[config.mk]
export PLATFORM = sky130hd
export DESIGN_NAME = dispenser_controller_flat
export DESIGN_NICKNAME = d
export VERILOG_FILES = /design/src/rtl/dispenser_controller_if.sv /design/src/rtl/dispenser_controller.sv /design/src/flat_wrapper.sv
export SDC_FILE = /design/constraint.sdc
export NUM_CORES = 1
export LEC_CHECK = 0
export BUFFER_PORTS_ARGS = -buffer_cell sky130_fd_sc_hd__buf_2
export CAP_MARGIN = 20
export CELL_PAD_IN_SITES_DETAIL_PLACEMENT = 1
export CELL_PAD_IN_SITES_GLOBAL_PLACEMENT = 1
export CORE_MARGIN = 2
export CORE_UTILIZATION = 43
export DETAILED_ROUTE_END_ITERATION = 7
export GPL_ROUTABILITY_DRIVEN = 0
export PLACE_DENSITY_LB_ADDON = 0.1
export SLEW_MARGIN = 20
export SYNTH_ARGS = -nofsm -noshare
export SYNTH_HDL_FRONTEND = slang
export SYNTH_SLANG_ARGS = --single-unit
[constraint.sdc]
create_clock -name clk -period 3.8 [get_ports clk]
set_input_delay 0.95 -clock clk [delete_from_list [all_inputs] [get_ports clk]]
set_output_delay 0.95 -clock clk [all_outputs]
set_load 0.1 [all_outputs]
[src/rtl/dispenser_controller_if.sv]
// Request/motor/status bundle between the vending machine (master) and the dispenser controller (slave).
interface dispenser_controller_if;
    logic product1;
    logic product2;
    logic product3;
    logic drop_sensor;
    logic motor1;
    logic motor2;
    logic motor3;
    logic delivered;
    logic busy;
    logic fault;

    modport master (
        output product1, product2, product3, drop_sensor,
        input  motor1, motor2, motor3, delivered, busy, fault
    );

    modport slave (
        input  product1, product2, product3, drop_sensor,
        output motor1, motor2, motor3, delivered, busy, fault
    );
endinterface

[src/rtl/dispenser_controller.sv]
// Spiral-motor dispenser FSM: edge-triggered vend requests, timed motor run, delivered pulse.
// Define DROP_SENSOR_EN to require drop_sensor confirmation (with timeout into FAULT).
module dispenser_controller #(
    parameter int MOTOR_CYCLES     = 16,
    parameter int TIMEOUT_CYCLES   = 64,
    parameter int DELIVERED_CYCLES = 4
) (
    input logic                   clk,
    input logic                   reset,
    dispenser_controller_if.slave bus
);
    localparam int MAX_A   = (MOTOR_CYCLES > DELIVERED_CYCLES) ? MOTOR_CYCLES : DELIVERED_CYCLES;
    localparam int MAX_CYC = (MAX_A > TIMEOUT_CYCLES) ? MAX_A : TIMEOUT_CYCLES;
    localparam int CW      = (MAX_CYC > 1) ? $clog2(MAX_CYC) : 1;

    localparam logic [CW-1:0] MOTOR_LAST     = CW'(MOTOR_CYCLES - 1);
    localparam logic [CW-1:0] DELIVERED_LAST = CW'(DELIVERED_CYCLES - 1);
`ifdef DROP_SENSOR_EN
    localparam logic [CW-1:0] TIMEOUT_LAST   = CW'(TIMEOUT_CYCLES - 1);
`endif

    typedef enum logic [2:0] {IDLE, SPIN, WAIT_DROP, DONE, FAULT} state_e;

    state_e        state_q, state_d;
    logic [CW-1:0] cnt_q, cnt_d;
    logic [2:0]    req, req_q, req_edge;
    logic [2:0]    sel_q, sel_d;
    logic [2:0]    motor_q, motor_d;
    logic          delivered_q, delivered_d;
    logic          busy_q, busy_d;
`ifdef DROP_SENSOR_EN
    logic          drop_q, drop_d;
    logic          fault_q, fault_d;
`endif

    assign req      = {bus.product3, bus.product2, bus.product1};
    assign req_edge = req & ~req_q;

    always_ff @(posedge clk) begin
        if (reset) begin
            state_q     <= IDLE;
            cnt_q       <= '0;
            req_q       <= '0;
            sel_q       <= '0;
            motor_q     <= '0;
            delivered_q <= 1'b0;
            busy_q      <= 1'b0;
`ifdef DROP_SENSOR_EN
            drop_q      <= 1'b0;
            fault_q     <= 1'b0;
`endif
        end else begin
            state_q     <= state_d;
            cnt_q       <= cnt_d;
            req_q       <= req;
            sel_q       <= sel_d;
            motor_q     <= motor_d;
            delivered_q <= delivered_d;
            busy_q      <= busy_d;
`ifdef DROP_SENSOR_EN
            drop_q      <= drop_d;
            fault_q     <= fault_d;
`endif
        end
    end

    always_comb begin
        state_d = state_q;
        sel_d   = sel_q;
        cnt_d   = cnt_q + 1'b1;
`ifdef DROP_SENSOR_EN
        drop_d  = drop_q;
`endif
        unique case (state_q)
            IDLE: begin
                cnt_d = '0;
`ifdef DROP_SENSOR_EN
                drop_d = 1'b0;
`endif
                // Lowest-index request wins; the rest are discarded, not queued.
                if (req_edge[0])      begin sel_d = 3'b001; state_d = SPIN; end
                else if (req_edge[1]) begin sel_d = 3'b010; state_d = SPIN; end
                else if (req_edge[2]) begin sel_d = 3'b100; state_d = SPIN; end
            end
            SPIN: begin
`ifdef DROP_SENSOR_EN
                drop_d = drop_q | bus.drop_sensor;
                if (cnt_q == MOTOR_LAST) state_d = (drop_q | bus.drop_sensor) ? DONE : WAIT_DROP;
`else
                if (cnt_q == MOTOR_LAST) state_d = DONE;
`endif
            end
`ifdef DROP_SENSOR_EN
            WAIT_DROP: begin
                // Sensor in the final cycle takes priority over the timeout.
                if (bus.drop_sensor)           state_d = DONE;
                else if (cnt_q == TIMEOUT_LAST) state_d = FAULT;
            end
            FAULT: begin
                cnt_d = cnt_q;
            end
`endif
            DONE: begin
                if (cnt_q == DELIVERED_LAST) state_d = IDLE;
            end
            default: state_d = IDLE;
        endcase
        if (state_d != state_q) cnt_d = '0;
    end

    // Outputs are decoded from the next state so they are registered alongside it.
    always_comb begin
        motor_d     = (state_d == SPIN) ? sel_d : '0;
        delivered_d = (state_d == DONE);
        busy_d      = (state_d != IDLE);
`ifdef DROP_SENSOR_EN
        fault_d     = (state_d == FAULT);
`endif
    end

    assign bus.motor1    = motor_q[0];
    assign bus.motor2    = motor_q[1];
    assign bus.motor3    = motor_q[2];
    assign bus.delivered = delivered_q;
    assign bus.busy      = busy_q;
`ifdef DROP_SENSOR_EN
    assign bus.fault     = fault_q;
`else
    assign bus.fault     = 1'b0;
`endif
endmodule
[src/flat_wrapper.sv]
// flat-port wrapper written by rule: the top's interface ports become plain ports
module dispenser_controller_flat 
#(
    parameter int MOTOR_CYCLES     = 16,
    parameter int TIMEOUT_CYCLES   = 64,
    parameter int DELIVERED_CYCLES = 4
)
  (clk, reset, bus_product1, bus_product2, bus_product3, bus_drop_sensor, bus_motor1, bus_motor2, bus_motor3, bus_delivered, bus_busy, bus_fault);
  dispenser_controller_if bus_i ();
  input logic clk;
  input logic reset;
  input wire logic [$bits(bus_i.product1)-1:0] bus_product1;
  input wire logic [$bits(bus_i.product2)-1:0] bus_product2;
  input wire logic [$bits(bus_i.product3)-1:0] bus_product3;
  input wire logic [$bits(bus_i.drop_sensor)-1:0] bus_drop_sensor;
  output wire logic [$bits(bus_i.motor1)-1:0] bus_motor1;
  output wire logic [$bits(bus_i.motor2)-1:0] bus_motor2;
  output wire logic [$bits(bus_i.motor3)-1:0] bus_motor3;
  output wire logic [$bits(bus_i.delivered)-1:0] bus_delivered;
  output wire logic [$bits(bus_i.busy)-1:0] bus_busy;
  output wire logic [$bits(bus_i.fault)-1:0] bus_fault;
  assign bus_i.product1 = bus_product1;
  assign bus_i.product2 = bus_product2;
  assign bus_i.product3 = bus_product3;
  assign bus_i.drop_sensor = bus_drop_sensor;
  assign bus_motor1 = bus_i.motor1;
  assign bus_motor2 = bus_i.motor2;
  assign bus_motor3 = bus_i.motor3;
  assign bus_delivered = bus_i.delivered;
  assign bus_busy = bus_i.busy;
  assign bus_fault = bus_i.fault;
  dispenser_controller #(.MOTOR_CYCLES(MOTOR_CYCLES), .TIMEOUT_CYCLES(TIMEOUT_CYCLES), .DELIVERED_CYCLES(DELIVERED_CYCLES)) u_core (.clk(clk), .reset(reset), .bus(bus_i));
endmodule
==> flow_metrics.env <==
export IMPL_setup_violations=0
export IMPL_yosys_top_cells_area="dfxtp_1 (54%), nor2_1 (8.1%), nor2b_1 (5.0%), o21ai_0 (4.0%), xnor2_1 (2.3%)"
export IMPL_crit_family="buffers and inverters"
export IMPL_avgViaCountPerCell=5.10
export IMPL_synth_area_per_cell_um2=9.68
export IMPL_netlist_instances=77
export IMPL_synthArstFlopShare=0
export IMPL_grt_pass1_vias=506
export IMPL_drv_slew=0
export IMPL_finalHoldViolCount=0
export IMPL_antenna_found_initial=0
export IMPL_cts_sinks=20
export IMPL_grt_max_degree=11
export IMPL_syn_area_um2=746
export IMPL_preCtsSetupSlack_ns=1.79
export IMPL_ios=12
export IMPL_track_usage=0.147
export IMPL_ys_warn_count=0
export IMPL_wl_per_cell_um=12.1
export IMPL_netlist_top_cells_count="dfxtp_1 (20), nor2_1 (16), nor2b_1 (6), o21ai_0 (6), nand2_1 (4)"
export IMPL_crit_type="reg -> out"
export IMPL_vias=541
export IMPL_root_buffer="clkbuf_4"
export IMPL_cts_buffer_depth=2
export IMPL_dr_first_iter_drc_count=5
export IMPL_hold_slack_ns=0.464
export IMPL_dieWidth_um=45.6
export IMPL_cts_made_buffers=3
export IMPL_hold_buffers=0
export IMPL_max_freq_mhz=508
export IMPL_n_fill_cell=208
export IMPL_dieArea_um2=2080
export IMPL_ys_seq_area_frac=0.537
export IMPL_crit_required_ns=2.85
export IMPL_hold_path_class="reg -> reg"
export IMPL_overflow=0
export IMPL_cp_cell_sequence="buf_2"
export IMPL_cts_tree="yes"
export IMPL_portBuffers=9
export IMPL_ys_flop_type="dfxtp_1"
export IMPL_layout_cells_non_filler=106
export IMPL_irDropWorstVdd_v=0.000244
export IMPL_clkLatencyLatePin_ns=0.29
export IMPL_antenna_left=0
export IMPL_place_detailed_hpwl_um=964
export IMPL_diodes=0
export IMPL_endpoint_kind="primary output"
export IMPL_grt_pass1_wl_mm=2.14
export IMPL_cp_buffers_inverters=1
export IMPL_cpPeakStageDelay_ns=0.41
export IMPL_synth_top_area_cell="dfxtp_1"
export IMPL_synth_top_area_frac=0.537
export IMPL_layout_nets=98
export IMPL_synth_edf_count=0
export IMPL_rows=15
export IMPL_period_needed_ns=1.97
export IMPL_cts_resized=0
export IMPL_dp_cells=103
export IMPL_setup_ws_ns=1.83
export IMPL_p_leak_nw=0.345
export IMPL_die_y_um=45.6
export IMPL_status="finished clean"
export IMPL_arrival_ns=1.02
export IMPL_core_um2=1670
export IMPL_synth_most_common_cell="dfxtp_1"
export IMPL_rsz0062_at_grt="no"
export IMPL_critPathMaxFanout=1
export IMPL_h_tree_depth=1
export IMPL_drc=0
export IMPL_ys_ff_latch=20
export IMPL_routed_wl_mm=1.28
export IMPL_post_cts_buffers=0
export IMPL_clk_pin_slew_ns=0.10
export IMPL_worst_path_max_delay_cell="buf_2"
export IMPL_initial_utilization=0.446
export IMPL_syn_to_final_growth_pct=11.4
export IMPL_synth_cell_types=25
export IMPL_start_kind="flip-flop"
export IMPL_first_pass_iters=3
export IMPL_setup_tns_final_ns=0
export IMPL_powerDensity_nw_per_um2=427
export IMPL_fin_crit_sh=0.518
export IMPL_drive_gt1_frac=0.191
export IMPL_maxCapViolCount=0
export IMPL_clock_skew_ns=0.00185
## stage by stage
step                      cell area, µm²  power [W]   util
after floorplan                      749   0.000258      -
after global placement               808   0.000265  0.484
after detailed placement             808   0.000266  0.484
after CTS                            831   0.000359  0.497
after global routing                 831   0.000374  0.497
final                                831   0.000354  0.497
## layout by cell type, fill, tap and decap left out, types with 3 or more instances in the layout
cell type	n
dfxtp_1	20
nor2_1	16
buf_2	9
o21ai_0	6
nor2b_1	6
nand2_1	4
clkbuf_4	3
## worst paths after layout
check,start,to,slack [ns],cells past startpoint
setup reg to reg,u_core.cnt_q[0],u_core.state_q[1],2.42,4
hold reg to reg,u_core.cnt_q[0],u_core.cnt_q[0],0.46,1
hold / removal,u_core.cnt_q[0],u_core.cnt_q[0],0.46,1
setup / recovery,u_core.bus.delivered,bus_delivered,1.83,1
## area by class of cell
type                    count  area (µm²)  share of cell area
clock buffers               3        22.5              0.0271
inverters                   2        7.51             0.00904
multi-input cells          55         334               0.402
flip-flops and latches     20         400               0.482
well taps                  17        21.3              0.0256
repair buffers              9        45.0              0.0542
## worst reg2reg max path: stages (launching register included)
cell and delay [ns]:
dfxtp_1 0.37, ha_1 0.22, nor3b_2 0.33, mux2i_1 0.27
a21oi_1 0.09
## cells by family after synthesis
| logic type | count (synthesis) | share of synthesized area |
|---|---|---|
| xor+xnor | 4 | 0.0470 |
| simple gates | 32 | 0.215 |
| buf+inv | 3 | 0.0201 |
| fa+ha+maj | 1 | 0.0168 |
| flops | 20 | 0.537 |
| other cells | 1 | 0.00503 |
| compound gates | 14 | 0.131 |
| mux | 2 | 0.0285 |
## state kept, by name, summed over array words and instances, names as in the netlist
| register | cells |
|---|---|
| u_core.req_q | 3 |
| u_core.motor_q | 3 |
| u_core.state_q | 3 |
| u_core.cnt_q | 6 |
| u_core.sel_q | 3 |
| u_core.bus.delivered | 1 |
| u_core.bus.busy | 1 |
## metal layers
metal / vias to the layer above / global-route usage / part of all wire
met5: - / 0 / 0
met4: 0 / 0.0529 / 0.014
met3: 2 / 0.0595 / 0.043
met2: 12 / 0.237 / 0.47
met1: 247 / 0.174 / 0.47
li1: 280 / - / -
## power breakdown
| group | switching [W] | leakage, nW | internal [W] |
|---|---|---|---|
| Combinational | 0.0000310 | 0.168 | 0.00000991 |
| Clock | 0.0000568 | 0.0138 | 0.0000369 |
| Sequential | 0.00000333 | 0.163 | 0.000217 |
Power figures use the tool's default switching activity.
